**config.mk**
```make
export PLATFORM = sky130hd
export DESIGN_NAME = lut_reg_pipe_flat
export DESIGN_NICKNAME = d
export VERILOG_FILES = /design/src/rtl/lut_reg_pkg.sv /design/src/rtl/lut_reg_pipe_if.sv /design/src/rtl/pipe_stage.sv /design/src/rtl/lut_reg_pipe.sv /design/src/flat_wrapper.sv
export SDC_FILE = /design/constraint.sdc
export NUM_CORES = 1
export LEC_CHECK = 0
export ABC_AREA = 0
export BUFFER_PORTS_ARGS = -buffer_cell sky130_fd_sc_hd__buf_2
export CORE_MARGIN = 1
export CORE_UTILIZATION = 54
export DETAILED_ROUTE_END_ITERATION = 12
export GPL_TIMING_DRIVEN = 0
export PLACE_DENSITY = 0.88
export SYNTH_ARGS = -nofsm -noshare
export SYNTH_HDL_FRONTEND = slang
export SYNTH_HIERARCHICAL = 1
export SYNTH_SLANG_ARGS = --single-unit
```
**constraint.sdc**
```tcl
create_clock -name clock0 -period 2.1 [get_ports clock0]
set_input_delay 0.315 -clock clock0 [delete_from_list [all_inputs] [get_ports clock0]]
set_output_delay 0.315 -clock clock0 [all_outputs]
set_load 0.05 [all_outputs]
```
**src/rtl/lut_reg_pkg.sv**
```systemverilog
// lut_reg_pkg: shared types and constants for the lut_reg_pipe block.
//   mode_e       - reduction selector carried with each sampled operand
//   INIT_DEFAULT - LUT table equal to a 6-input AND (only entry 63 is 1)
package lut_reg_pkg;

   typedef enum logic [1:0] {
      MODE_AND = 2'd0,
      MODE_OR  = 2'd1,
      MODE_XOR = 2'd2,
      MODE_LUT = 2'd3
   } mode_e;

   localparam logic [63:0] INIT_DEFAULT = 64'h8000_0000_0000_0000;

   // Widest input vector the LUT mode can address.
   localparam int unsigned MAX_N_IN = 6;

endpackage

```
**src/rtl/lut_reg_pipe_if.sv**
```systemverilog
// lut_reg_pipe_if: operand/result bundle for lut_reg_pipe.
//   ce        - global clock enable
//   in_valid  - qualifies in_data/mode
//   in_data   - operand vector (N_IN bits)
//   mode      - reduction selector
//   cnt_clr   - synchronous hit counter clear (not gated by ce)
//   out_data  - registered reduction result
//   out_valid - valid aligned with out_data
//   hit_count - saturating count of emitted valid ones
// master drives operands, slave is the pipeline.
interface lut_reg_pipe_if
   import lut_reg_pkg::*;
#(
   parameter int unsigned N_IN  = 6,
   parameter int unsigned CNT_W = 16
);

   logic              ce;
   logic              in_valid;
   logic [N_IN-1:0]   in_data;
   mode_e             mode;
   logic              cnt_clr;
   logic              out_data;
   logic              out_valid;
   logic [CNT_W-1:0]  hit_count;

   modport master (
      output ce, in_valid, in_data, mode, cnt_clr,
      input  out_data, out_valid, hit_count
   );

   modport slave (
      input  ce, in_valid, in_data, mode, cnt_clr,
      output out_data, out_valid, hit_count
   );

endinterface

```
**src/rtl/pipe_stage.sv**
```systemverilog
// pipe_stage: W-bit register with clock enable and asynchronous reset to 0.
//   clk - rising-edge clock
//   rst - asynchronous active-high reset
//   ce  - load enable; low holds the current value
//   d   - next value
//   q   - registered value
module pipe_stage #(
   parameter int unsigned W = 1
) (
   input  logic         clk,
   input  logic         rst,
   input  logic         ce,
   input  logic [W-1:0] d,
   output logic [W-1:0] q
);

   logic [W-1:0] q_q;

   always_ff @(posedge clk or posedge rst) begin
      if (rst) begin
         q_q <= '0;
      end else if (ce) begin
         q_q <= d;
      end
   end

   assign q = q_q;

endmodule

```
**src/rtl/lut_reg_pipe.sv**
```systemverilog
// lut_reg_pipe: registered N_IN-input reduction (AND/OR/XOR/LUT) followed by
// OUT_STAGES output registers, with a valid bit carried alongside and a
// saturating hit counter. Latency is 1 + OUT_STAGES enabled cycles.
//   clock0 - rising-edge clock
//   reset  - asynchronous active-high reset, clears all state
//   bus    - lut_reg_pipe_if slave: ce, in_valid, in_data, mode, cnt_clr,
//            out_data, out_valid, hit_count
module lut_reg_pipe
   import lut_reg_pkg::*;
#(
   parameter int unsigned N_IN       = 6,
   parameter int unsigned OUT_STAGES = 2,
   parameter logic [63:0] INIT       = INIT_DEFAULT,
   parameter int unsigned CNT_W      = 16
) (
   input  logic           clock0,
   input  logic           reset,
   lut_reg_pipe_if.slave  bus
);

   if (N_IN < 2 || N_IN > MAX_N_IN) begin : g_bad_n_in
      $error("lut_reg_pipe: N_IN must be in 2..6");
   end
   if (OUT_STAGES < 1) begin : g_bad_out_stages
      $error("lut_reg_pipe: OUT_STAGES must be at least 1");
   end

   localparam int unsigned S0_W = N_IN + 3;

   // Stage 0: data, mode and valid are captured together so a mode change
   // only ever applies to the operand sampled in the same cycle.
   logic [S0_W-1:0]      s0_d;
   logic [S0_W-1:0]      s0_q;
   logic [N_IN-1:0]      s0_data;
   mode_e                s0_mode;
   logic                 s0_valid;

   assign s0_d = {bus.in_valid, bus.mode, bus.in_data};

   pipe_stage #(
      .W (S0_W)
   ) u_stage0 (
      .clk (clock0),
      .rst (reset),
      .ce  (bus.ce),
      .d   (s0_d),
      .q   (s0_q)
   );

   assign s0_data  = s0_q[N_IN-1:0];
   assign s0_mode  = mode_e'(s0_q[N_IN +: 2]);
   assign s0_valid = s0_q[S0_W-1];

   // Reduction straight off the stage-0 registers.
   logic [MAX_N_IN-1:0] lut_idx;
   logic                red;

   always_comb begin
      lut_idx            = '0;
      lut_idx[N_IN-1:0]  = s0_data;
      red                = 1'b0;
      unique case (s0_mode)
         MODE_AND: red = &s0_data;
         MODE_OR:  red = |s0_data;
         MODE_XOR: red = ^s0_data;
         MODE_LUT: red = INIT[lut_idx];
      endcase
   end

   // Output chain of {result, valid}; element 0 is the combinational input,
   // element OUT_STAGES is what leaves the block.
   logic [1:0] chain [OUT_STAGES+1];

   assign chain[0] = {red, s0_valid};

   for (genvar i = 0; i < OUT_STAGES; i++) begin : g_out_stage
      pipe_stage #(
         .W (2)
      ) u_stage (
         .clk (clock0),
         .rst (reset),
         .ce  (bus.ce),
         .d   (chain[i]),
         .q   (chain[i+1])
      );
   end

   assign bus.out_data  = chain[OUT_STAGES][1];
   assign bus.out_valid = chain[OUT_STAGES][0];

   // Counts the pair being presented at the edge it is shifted out, so a
   // stalled pair is only counted once. Clear wins over increment.
   logic [CNT_W-1:0] cnt_q;

   always_ff @(posedge clock0 or posedge reset) begin
      if (reset) begin
         cnt_q <= '0;
      end else if (bus.cnt_clr) begin
         cnt_q <= '0;
      end else if (bus.ce && bus.out_valid && bus.out_data && (cnt_q != {CNT_W{1'b1}})) begin
         cnt_q <= cnt_q + 1'b1;
      end
   end

   assign bus.hit_count = cnt_q;

endmodule

```
**src/flat_wrapper.sv**
```systemverilog
// flat-port wrapper written by rule: the top's interface ports become plain ports
module lut_reg_pipe_flat import lut_reg_pkg::*;
#(
   parameter int unsigned N_IN       = 6,
   parameter int unsigned OUT_STAGES = 2,
   parameter logic [63:0] INIT       = INIT_DEFAULT,
   parameter int unsigned CNT_W      = 16
)
  (clock0, reset, bus_ce, bus_in_valid, bus_in_data, bus_mode, bus_cnt_clr, bus_out_data, bus_out_valid, bus_hit_count);
  lut_reg_pipe_if #(.N_IN(N_IN), .CNT_W(CNT_W)) bus_i ();
  input  logic clock0;
  input  logic reset;
  input wire logic [$bits(bus_i.ce)-1:0] bus_ce;
  input wire logic [$bits(bus_i.in_valid)-1:0] bus_in_valid;
  input wire logic [$bits(bus_i.in_data)-1:0] bus_in_data;
  input wire logic [$bits(bus_i.mode)-1:0] bus_mode;
  input wire logic [$bits(bus_i.cnt_clr)-1:0] bus_cnt_clr;
  output wire logic [$bits(bus_i.out_data)-1:0] bus_out_data;
  output wire logic [$bits(bus_i.out_valid)-1:0] bus_out_valid;
  output wire logic [$bits(bus_i.hit_count)-1:0] bus_hit_count;
  assign bus_i.ce = bus_ce;
  assign bus_i.in_valid = bus_in_valid;
  assign bus_i.in_data = bus_in_data;
  assign bus_i.mode = bus_mode;
  assign bus_i.cnt_clr = bus_cnt_clr;
  assign bus_out_data = bus_i.out_data;
  assign bus_out_valid = bus_i.out_valid;
  assign bus_hit_count = bus_i.hit_count;
  lut_reg_pipe #(.N_IN(N_IN), .OUT_STAGES(OUT_STAGES), .INIT(INIT), .CNT_W(CNT_W)) u_core (.clock0(clock0), .reset(reset), .bus(bus_i));
endmodule
```
Yosys cells after proc, flatten, opt, wreduce, memory -nomap -nowiden
Memory sizes are Yosys's and may differ from the RTL's.
Index checks and enable logic that the tools add are counted.
{ "totals": {"regBits": 29, "n_memories": 1, "romBits": 64, "word_cells": 23, "in_bits": 13} }
{ "memory_table": {"columns": ["memory", "depth", "width", "read_ports", "rd_clocked_by_memory_dff", "wr", "line", "rtl"], "rows": [
  ["(no name shown)", 64, 1, 1, 0, 0, "lut_reg_pipe.sv:66", "MODE_LUT: red = INIT[lut_idx];"]
]} }
{ "op_classes": {"reduce_logical": 8, "n_addsub": 1, "n_eq_ne": 4, "n_mux": 4, "n_lt_le_gt_ge": 1} }
{ "ops": {"columns": ["cell", "n"], "rows": [
  ["2-to-1 mux 16 bit", 2],
  ["adder 16 x 1 -> 16 bit (second input constant)", 1],
  ["!= test 16 bit (second input constant)", 1],
  ["< comparator 6 x 7 -> 1 bit (second input constant)", 1],
  ["AND reduction 6 bit", 1],
  ["OR reduction 6 bit", 1],
  ["parity 6 bit", 1],
  ["== test 2 bit (second input constant)", 2],
  ["case mux 1 bit (4 select lines)", 1],
  ["logical AND 1 bit", 3],
  ["== test 2 x 1 -> 1 bit (second input constant)", 1],
  ["logical NOT 2 bit", 1],
  ["nonzero test 2 bit", 1],
  ["2-to-1 mux 1 bit", 1]
]} }

Longest topological paths before layout
{ "depth": {"word_depth": 5, "ltp_mapped": 6, "mapped_depth_nobuf": 6} }

By module
Netlist, hierarchy kept.
{ "by_module_without_submodules": {"columns": ["module", "cells_per_inst", "instances", "seq_area_each_um2", "area_per_inst_um2"], "rows": [
  ["lut_reg_pipe", 111, 1, 400.4, 1036.0],
  ["pipe_stage (u_core.u_stage0)", 20, 1, 225.2, 375.4],
  ["pipe_stage (u_core.g_out_stage[0].u_stage ...)", 5, 2, 50.0, 76.3]
]} }

Worst setup path before layout
Ideal clock, no wire load.
{ "synth_timing": {"kind": "flip-flop to flip-flop", "from": "register u_core.cnt_q[0] (netlist: u_core/bus.hit_count[0])", "to": "register u_core.cnt_q[14] (netlist: u_core/bus.hit_count[14])", "t_required_ns": 2.022, "arrival_ns": 2.179, "slack_ns": -0.157, "setup_ns": 0.078, "stages_incl_launch_ff": 6, "path_cell_list": "dfrtp_1 ha_1 nand2_1 or4_1 or4_1 a21oi_1"} }
{ "synth_between": {"elab_chain_cells": 3, "word_cells_on_any_way": 6, "cone_classes": "add/sub (1); eq/ne (1); mux (2); reduce/logical (2)"} }
{ "synth_lines": {"columns": ["item", "line", "rtl"], "rows": [
  ["start, declared", "lut_reg_pipe.sv:93", "logic [CNT_W-1:0] cnt_q;"],
  ["start signal, assigned", "lut_reg_pipe.sv:101", "cnt_q <= cnt_q + 1'b1;"],
  ["adder 16 x 1 -> 16 bit / != test 16 bit (equally long branches)", "lut_reg_pipe.sv:101, lut_reg_pipe.sv:100", null],
  ["2-to-1 mux 16 bit / logical AND 1 bit (equally long branches)", "lut_reg_pipe.sv:100", "end else if (bus.ce && bus.out_valid && bus.out_data && (cnt_q != {CNT_W{1'b1}})) begin"],
  ["2-to-1 mux 16 bit / nonzero test 2 bit (equally long branches)", null, null]
]} }
Several ways; a longest one is shown, not always the timed one. The select of a mux whose other input is x is not followed.
A chain may end at the register's enable or synchronous reset.

Worst setup path after layout
Same ends and word-level chain as after synthesis.

==> results.py <==
metrics = {
    "timing": {
        "hold_viol": 0,
        "period_needed_ps": 2020,
        "relSlewSlack_pct": 58.7,
        "hold_ws_ps": 203,
        "tightest_slew_ps": 619,
        "setup_violations": 0,
        "drv_slew": 0,
        "clock_skew_ps": 13.3,
        "setup_tns_ps": 0,
        "fmax_mhz": 495,
        "post-route-period-util_pct": 96.2,
    },
    "cts": {
        "htreeDepth": 2,
        "clock_latency_ps": 330,
        "cts_sinks": 29,
        "cts_buffers": 5,
        "clk_path_buf_depth": 2,
        "clkTransAtPathRegs_ps": 90,
        "cts_tree": "built",
        "cts-root-buf": "clkbuf_4",
    },
    "outcome": {
        "outcome": "completed",
    },
    "floorplan": {
        "die_w_um": 55.8,
        "coreArea_mm2": 0.00276,
        "start_util_pct": 56.7,
        "rows": 19,
        "dieHeight_um": 55.8,
        "die_area_mm2": 0.00312,
        "pin_count": 31,
    },
    "synthesis": {
        "seq_area_frac_synth_pct": 46.4,
        "syn_nets": 161,
        "netlist_instances": 141,
        "ys_ff_latch": 29,
        "yosysUniqueCellTypes": 34,
        "ys.warnings.count": 6,
        "syn_avg_cell_area_um2": 11.1,
        "synth.cell_area_mm2": 0.00156,
    },
    "finish": {
        "final_cells": 210,
        "layout-drive-gt1-share_pct": 32.4,
        "fin_nets": 198,
        "areaGrowthSynthToFinish_pct": 16.6,
        "seq_area_um2": 728,
        "antenna_cells": 0,
        "fill_cells": 220,
        "multiInputGateArea_um2": 773,
    },
    "grt": {
        "grt_use_total_pct": 23.7,
        "grt_pass1_wl_mm": 5.57,
        "grt_max_degree": 17,
        "globalRouteOverflowTotal": 0,
        "antenna_found_initial": 0,
        "grt_pass1_vias": 1264,
    },
    "setup_path": {
        "cp_cell_sequence": "ha_2 -> nand2_1 -> or4_1 -> or4_1 -> a21oi_1",
        "crit_path_end_kind": "register",
        "worstPathRequired_ps": 2350,
        "crit_path_max_incr_delay_ps": 570,
        "ff2ff_setup_slack_ps": 80,
        "worstPathMaxFanout": 8,
        "path_common_cell": "or4_1",
        "critPathSlowestCell": "or4_1",
        "crit_path_start_kind": "register",
        "critical_path_class": "register to register",
        "critPathTopFamily": "simple AND/OR/NAND/NOR gates",
        "arrival_ps": 2270,
        "cp_num_buf_inv": 0,
    },
    "routing": {
        "drtPass1Iterations": 4,
        "drc_errors": 0,
        "vias_per_cell": 6.27,
        "drt-initial-drc-count": 62,
        "ant_nets": 0,
        "wl_mm": 3.40,
        "wire_per_inst_um": 16.2,
        "via_count": 1316,
    },
    "placed_design": {
        "dp_cells": 201,
        "hpwlAfterDp_mm": 2.53,
        "finalWeightedCongestion": 0.865,
        "portBuffers": 29,
    },
    "power_and_ir_drop": {
        "power.leakage_nw": 0.863,
        "ir_drop_mv": 0.572,
        "power.density_mw_per_mm2": 676,
    },
    "hold_path": {
        "hold_path.class": "primary input to register",
    },
    "job": {
        "cap_violations": 0,
    },
}
-- registers in the layout (all words and copies together) (netlist names) --
name                          cells
u_core/u_stage0/q                 9
u_core/g_out_stage.u_stage/q      4
u_core/bus.hit_count             16
-- power breakdown --
group	internal (mW)	total, mW	switching [mW]
clock network	0.165	0.352	0.187
logic	0.104	0.241	0.137
registers	0.600	0.640	0.0396
-- what timing repair did --
action	4_1_cts	5_1_grt
buffers inserted	0	0
endpoints found under the setup margin	1	9
gates resized for setup	1	1
hold buffers	1	0
hold endpoints to repair	13	0
-- per-layer routing --
| metal | wire, um | track usage, % |
|---|---|---|
| met1 | 1360 | 27.8 |
| met2 | 1700 | 39.1 |
| met3 | 219 | 5.81 |
| met4 | 119 | 14.6 |
| met5 | 0 | 0 |
-- worst register-to-register path, stage by stage, from the launching register on --
cell and delay [ps]:
dfrtp_2 430, ha_2 240, nand2_1 120, or4_1 570
or4_1 410, a21oi_1 160
-- final timing paths --
check	start	endpoint	cells after the start
worst min register to register	u_core/g_out_stage[0].u_stage/q[0]	u_core/g_out_stage[1].u_stage/q[0]	1
worst min-delay path	bus_in_data[0]	u_core/u_stage0/q[0]	2
worst max-delay path	u_core/bus.hit_count[0]	u_core/bus.hit_count[14]	5
min in group asynchronous	reset	u_core/g_out_stage[1].u_stage/q[1]	3
worst max register to register	u_core/bus.hit_count[0]	u_core/bus.hit_count[14]	5
max in group asynchronous	reset	u_core/bus.hit_count[0]	3
-- synth_stat cells, drive strengths merged --
| cell type | count | share of area, % |
|---|---|---|
| nand2 | 10 | 2.4 |
| a41oi | 1 | 0.56 |
| nor3 | 1 | 0.32 |
| mux2i | 1 | 0.64 |
| o2111ai | 1 | 0.56 |
| nor2 | 2 | 0.48 |
| ha | 7 | 5.6 |
| inv | 11 | 2.6 |
| and4 | 1 | 0.56 |
| o2111a | 1 | 0.72 |
| dfrtp | 29 | 46 |
| nor4 | 1 | 0.80 |
| o41ai | 1 | 0.56 |
| and3 | 4 | 1.6 |
| or2 | 1 | 0.40 |
| xor2 | 1 | 0.56 |
| xnor2 | 2 | 1.1 |
| nor2b | 1 | 0.40 |
| a211oi | 1 | 0.48 |
| buf | 1 | 0.72 |
| mux2 | 14 | 12 |
| mux4 | 1 | 1.4 |
| a21oi | 12 | 3.8 |
| nand4 | 5 | 2.0 |
| o31ai | 6 | 2.9 |
| or3 | 4 | 1.6 |
| nand3 | 4 | 1.3 |
| clkbuf | 4 | 0.96 |
| or4 | 7 | 3.6 |
| o311ai | 1 | 0.56 |
| a311oi | 2 | 1.1 |
| o21ai | 3 | 0.96 |
-- per-stage QoR --
stage                     instance area (um2)  worst slack, ps  total power, mW  util (%)
after floorplan                          1570             29.4            0.823         -
after CTS                                1820             61.6             1.24      66.0
after global routing                     1820            -1.97             1.28      66.1
after detailed placement                 1750             7.89            0.891      63.5
after global placement                   1750             76.6            0.870      63.5
final                                    1820             79.4             1.23      66.1
-- logic make-up after synthesis --
kind of cell	after synthesis	share of synthesized area, %
mux	16	14.3
buf+inv	16	4.32
xor+xnor	3	1.68
flops	29	46.4
fa+ha+maj	7	5.60
compound gates	29	12.2
simple gates	41	15.4
-- final cells by class --
type	count	share of cell area, %
buffer	5	1.51
clock buffer	8	3.23
inverter	11	2.26
multi-input combinational	96	42.4
sequential	29	39.9
tap	31	2.13
timing repair buffer	30	8.51
-- placed cells by master, fill, tap and decap left out, types with 3 or more instances in the layout --
| master | Yosys | layout |
|---|---|---|
| nand2_1 | 10 | 10 |
| mux2_2 | 5 | 5 |
| dfrtp_1 | 29 | 27 |
| o21ai_0 | 3 | 3 |
| inv_1 | 11 | 11 |
| buf_2 | 0 | 29 |
| clkbuf_4 | 0 | 5 |
| a21oi_1 | 12 | 12 |
| mux2_4 | 9 | 9 |
| clkbuf_1 | 4 | 5 |
| or4_1 | 6 | 6 |
| ha_1 | 7 | 6 |
| nand3_1 | 4 | 4 |
| nand4_1 | 5 | 5 |
| and3_1 | 4 | 4 |
| or3_1 | 4 | 4 |
| o31ai_1 | 6 | 6 |
Note: power is estimated with default switching activity, not from simulation.
